## config.mk

```make
export PLATFORM = sky130hd
export DESIGN_NAME = dcache_miss_queue
export DESIGN_NICKNAME = d
export VERILOG_FILES = /design/src/rtl/dcache_miss_queue.sv
export SDC_FILE = /design/constraint.sdc
export NUM_CORES = 1
export LEC_CHECK = 0
export CAP_MARGIN = 20
export CORE_ASPECT_RATIO = 1.2
export CORE_UTILIZATION = 55
export CTS_CLUSTER_DIAMETER = 40
export DETAILED_ROUTE_END_ITERATION = 12
export PLACE_DENSITY_LB_ADDON = 0.05
export SYNTH_ARGS = -nofsm -noshare
export SYNTH_HDL_FRONTEND = slang
export SYNTH_SLANG_ARGS = --single-unit
```

## constraint.sdc

```tcl
create_clock -name clk -period 3.7 [get_ports clk]
set_input_delay 1.11 -clock clk [delete_from_list [all_inputs] [get_ports clk]]
set_output_delay 1.11 -clock clk [all_outputs]
set_load 0.05 [all_outputs]
```

## src/rtl/dcache_miss_queue.sv

```systemverilog
// In-order miss-request FIFO feeding the dcache refill machine.
// The head entry is shown ahead from registered storage; overflow/underflow flags are sticky.
module dcache_miss_queue #(
   parameter int unsigned DATABITS = 32,
   parameter int unsigned ADDRBITS = 32,
   parameter int unsigned DEPTH    = 4,
   parameter int unsigned LVLBITS  = 3
) (
   input  logic                clk,
   input  logic                reset_n,
   input  logic [ADDRBITS-1:0] in_addr,
   input  logic [DATABITS-1:0] in_data,
   input  logic                in_rdreq,
   input  logic                in_wrreq,
   input  logic [1:0]          in_wordlen,
   input  logic                push,
   input  logic                pop,
   input  logic                clear,
   output logic [ADDRBITS-1:0] out_addr,
   output logic [DATABITS-1:0] out_data,
   output logic                out_rdreq,
   output logic                out_wrreq,
   output logic [1:0]          out_wordlen,
   output logic                not_empty,
   output logic                full,
   output logic [LVLBITS-1:0]  level,
   output logic                overflow,
   output logic                underflow
);

   localparam int unsigned PTRBITS = $clog2(DEPTH);

   logic [ADDRBITS-1:0] addr_mem    [DEPTH];
   logic [DATABITS-1:0] data_mem    [DEPTH];
   logic                rdreq_mem   [DEPTH];
   logic                wrreq_mem   [DEPTH];
   logic [1:0]          wordlen_mem [DEPTH];

   logic [PTRBITS-1:0] rd_ptr_q, rd_ptr_d;
   logic [PTRBITS-1:0] wr_ptr_q, wr_ptr_d;
   logic [LVLBITS-1:0] level_q, level_d;
   logic               overflow_q, overflow_d;
   logic               underflow_q, underflow_d;
   logic               req_valid, pop_ok, push_ok;

   assign not_empty = (level_q != '0);
   assign full      = (level_q == LVLBITS'(DEPTH));
   assign level     = level_q;
   assign overflow  = overflow_q;
   assign underflow = underflow_q;

   // A request with neither rd nor wr set is not a request at all.
   assign req_valid = push & (in_rdreq | in_wrreq);
   assign pop_ok    = pop & not_empty;
   // When full, a same-cycle pop frees the slot the push lands in.
   assign push_ok   = req_valid & (~full | pop_ok);

   always_comb begin
      rd_ptr_d    = rd_ptr_q;
      wr_ptr_d    = wr_ptr_q;
      level_d     = level_q;
      overflow_d  = overflow_q;
      underflow_d = underflow_q;
      if (clear) begin
         rd_ptr_d    = '0;
         wr_ptr_d    = '0;
         level_d     = '0;
         overflow_d  = 1'b0;
         underflow_d = 1'b0;
      end else begin
         if (pop_ok) rd_ptr_d = rd_ptr_q + PTRBITS'(1);
         if (push_ok) wr_ptr_d = wr_ptr_q + PTRBITS'(1);
         level_d = level_q + LVLBITS'(push_ok) - LVLBITS'(pop_ok);
         if (pop && !not_empty) underflow_d = 1'b1;
         if (req_valid && full && !pop_ok) overflow_d = 1'b1;
      end
   end

   always_ff @(posedge clk or negedge reset_n) begin
      if (!reset_n) begin
         rd_ptr_q    <= '0;
         wr_ptr_q    <= '0;
         level_q     <= '0;
         overflow_q  <= 1'b0;
         underflow_q <= 1'b0;
      end else begin
         rd_ptr_q    <= rd_ptr_d;
         wr_ptr_q    <= wr_ptr_d;
         level_q     <= level_d;
         overflow_q  <= overflow_d;
         underflow_q <= underflow_d;
      end
   end

   // Storage needs no reset: the output mux hides it while the queue is empty.
   always_ff @(posedge clk) begin
      if (push_ok && !clear) begin
         addr_mem[wr_ptr_q]    <= in_addr;
         data_mem[wr_ptr_q]    <= in_data;
         rdreq_mem[wr_ptr_q]   <= in_rdreq & ~in_wrreq;
         wrreq_mem[wr_ptr_q]   <= in_wrreq;
         wordlen_mem[wr_ptr_q] <= in_wordlen;
      end
   end

   always_comb begin
      out_addr    = '0;
      out_data    = '0;
      out_rdreq   = 1'b0;
      out_wrreq   = 1'b0;
      out_wordlen = '0;
      if (not_empty) begin
         out_addr    = addr_mem[rd_ptr_q];
         out_data    = data_mem[rd_ptr_q];
         out_rdreq   = rdreq_mem[rd_ptr_q];
         out_wrreq   = wrreq_mem[rd_ptr_q];
         out_wordlen = wordlen_mem[rd_ptr_q];
      end
   end

endmodule

```

==> impl_metrics.csv <==
group,metric,value,unit
outcome,run_status,"complete, no violations",
place,buffer_ports.inserted,147,
synth,postSynth.asyncResetShare,0.0320,
power,total_leakage_power,0.00480,uW
synth,top_cells_by_area_synth,"edfxtp_1 (75%), mux4_2 (14%), and2_1 (4.2%)",
power,power.combinational.fraction,0.376,
global_route,grt_start_max_net_pins,36,
setup_path,worst_ep_required_time,2.59,ns
synth,seq_area_frac_synth,0.770,
global_route,initial_antenna_violation_count,1,
routing,route.detailed.wl_per_inst,21.0,microns
setup_path,worstPathArrival,2.45,ns
timing,max_slew_margin,0.648,
power,power.internal,7200,uW
power,power_per_cell_area,819,nW/um^2
setup_path,sort_of_element_at_the_start_of_the_critical_path,"register",
synth,post_synthesis_mean_instance_area,22.3,sq um
timing,rsz0062_at_grt,"false",
setup_path,cp_max_fo,14,
power,sw_frac_of_total,0.367,
timing,timing.fmax,0.281,GHz
routing,dr.first_iter.drc_count,266,
global_route,grt_pass1_wl,30.8,mm
synth,synthDominantAreaCellType,"edfxtp_1",
power,p_sw,4180,uW
layout,area_growth,27.5,%
synth,synth_top_flop_cell,"edfxtp_1",
setup_path,end_kind,"primary output",
die,rows,56,
synth,syn-cell-area,10900,sq um
place,place.detailed.hpwl,12.2,mm
clock_network,numCtsBuffers,35,
clock_network,cts.path.max_buffers,3,
routing,routed_via_density,5.50,
timing,final.period_utilization,0.961,
synth,yosys-top-cells-count,"edfxtp_1 (272), and2_1 (73), mux4_2 (68)",
layout,layout-drive-gt1-share,0.291,
routing,detail_route.first_pass.iterations,6,
global_route,globalRouteTotalUtil,0.206,
die,dieHeight,156,microns
timing,finalWorstSetupSlack,0.143,ns
routing,route.detailed.drc,0,
timing,totalNegativeSetupSlack,0,ns
layout,layout.cell_area.non_filler,13900,sq um
global_route,vias_in_the_first_global_route,5635,
setup_path,timing.setup.critical_path_class,"reg -> out",
clock_network,clock_transition_at_the_registers_of_the_reported_paths,0.06,ns
timing,maxSlewViolCount,0,
routing,vias_after_detailed_routing,5265,
clock_network,clkSinkCount,281,
timing,period_needed,3.56,ns
clock_network,clk-insertion-delay-late,0.51,ns
synth,ys_seq_elements,281,
clock_network,ctsHoldBuffers,0,
place,placed_area,12700,sq um
synth,total_nets_after_synthesis,567,
power,vdd_ir_drop_max,827,uV
layout,finish.net_count,750,
synth,ys.warnings.count,0,
place,detailedPlace.worstSlack,0.351,ns
die,design.portCount,148,
synth,syn-instance-count,488,
setup_path,cells_along_the_critical_path,"buf_12 > buf_6 > mux4_2 > and2_1 > buf_4",
global_route,overflow,0,
clock_network,ctsRootBufferMaster,"clkbuf_16",
place,gpl.final_weighted_congestion,0.765,
worst_hold_path,min_path_type,"reg -> reg",
setup_path,slowest_delay,0.58,ns
timing,finClkSkew,0.0216,ns
synth,synth_cell_type_count,28,
setup_path,cp.buffers_inverters,3,
timing,finalHoldViolCount,0,
die,die_w,131,microns
power,clock_network_fraction_of_total_power,0.295,
clock_network,cts_tree,"built",
clock_network,ctsHtreeMaxLevel,2,
routing,wirelength,20.1,mm
die,dieArea,20400,sq um
timing,timing.final.setup_violations,0,
flow_run,max_cap_violations,0,
power,post-layout-total-power,11400,uW
synth,cell_with_the_most_instances_after_synthesis,"edfxtp_1",
die,floorplan.initialDensity,0.559,
routing,antenna_violating_nets_post_route,0,
die,fp.coreArea,19500,sq um
power,p_seq_frac,0.329,
setup_path,worst_path_dominant_cell_family,"buffers and inverters",
layout,num_antenna_cells,0,
synth,synth_enable_flop_cells,272,
setup_path,crit_slowest_cell,"dfrtp_4",
synth,synth_top_cell_area_share,0.749,
timing,worst-slew-pin-transition,0.531,ns
power by group through the flow:
stage / combinational (uW) / sequential [uW] / clock, uW
floorplan: 3150 / 3810 / 0
global placement: 4350 / 3810 / 0
detailed placement: 4380 / 3820 / 0
CTS: 4340 / 3740 / 3430
global route: 4520 / 3760 / 3560
finish: 4280 / 3740 / 3360
placed cells by master, fill, tap and decap left out, types with 5 or more instances in the layout:
master           Yosys  routed
and2_1              73      69
buf_12               7      10
buf_4                0      52
clkbuf_16            0      35
clkdlybuf4s50_1      0      79
dfrtp_1              9       7
dlygate4sd2_1        0      16
dlymetal6s2s_1       0       9
edfxtp_1           272     272
ha_1                 5       5
inv_6                0       7
mux4_2              68      68
nor2_1               9       9
tightest hold or removal path: cells and delay by family (launching register included):
kind / cells / cell delay [ns]
flip-flops: 1 / 0.35
AND/OR/NAND/NOR: 1 / 0.08
AO/OA/AOI/OAI: 1 / 0.05
stage by stage:
step,cells,utilization,hold WS [ns]
after global placement,894,0.651,0.493
after global routing,958,0.713,0.535
after detailed placement,894,0.651,0.501
final,958,0.713,0.509
after CTS,958,0.712,0.518
after floorplan,488,-,0.555
repair_timing:
action                                  4_1_cts  5_1_grt
resized for setup                            19       12
endpoints found under the setup margin       58       41
buffers inserted                              1        0
endpoints found under the hold margin         0        0
sequential cells by signal, summed over array words and instances (netlist names):
signal and cells:
addr_mem 128, overflow 1, rdreq_mem 4, rd_ptr_q 2
wr_ptr_q 2, underflow 1, data_mem 128, wordlen_mem 8
wrreq_mem 4, level 3
path summary, 6_finish.rpt:
path | slack [ns] | to | cells after the start | start
worst max-delay path | 0.14 | out_data[11] | 5 | rd_ptr_q[0]
min in group asynchronous | 0.91 | underflow | 1 | reset_n
worst max register to register | 1.43 | level[2] | 8 | level[1]
max in group asynchronous | 2.45 | rd_ptr_q[1] | 1 | reset_n
worst min-delay path | 0.51 | overflow | 2 | overflow
worst min register to register | 0.51 | overflow | 2 | overflow
metal layers:
metal,track usage,part of all wire,vias up
met3,0.0494,0.059,23
met4,0.0553,0.012,2
li1,-,-,2352
met5,0,0.00060,-
met1,0.275,0.41,2729
met2,0.342,0.51,159
area by class of cell:
cell class	instances	area, sq um
well taps	261	327
repair buffers	170	1700
multi-input cells	179	2280
clock buffers	37	883
flip-flops and latches	281	8400
inverters	4	17.5
clock inverters	26	290
fillers	1257	5580
cell families (layout without fill, tap and decap cells):
kind of cell	after synthesis	in the layout	share of synthesized area
DFF	281	281	0.770
and+or+nand+nor	93	93	0.0521
muxes	70	70	0.142
buffers and inverters	28	237	0.0217
AOI/OAI and AO/OA	8	8	0.00436
adders and majority gates	6	6	0.00758
xor gates and xnor gates	2	2	0.00161
No activity file was read; power rests on OpenSTA's default activity.
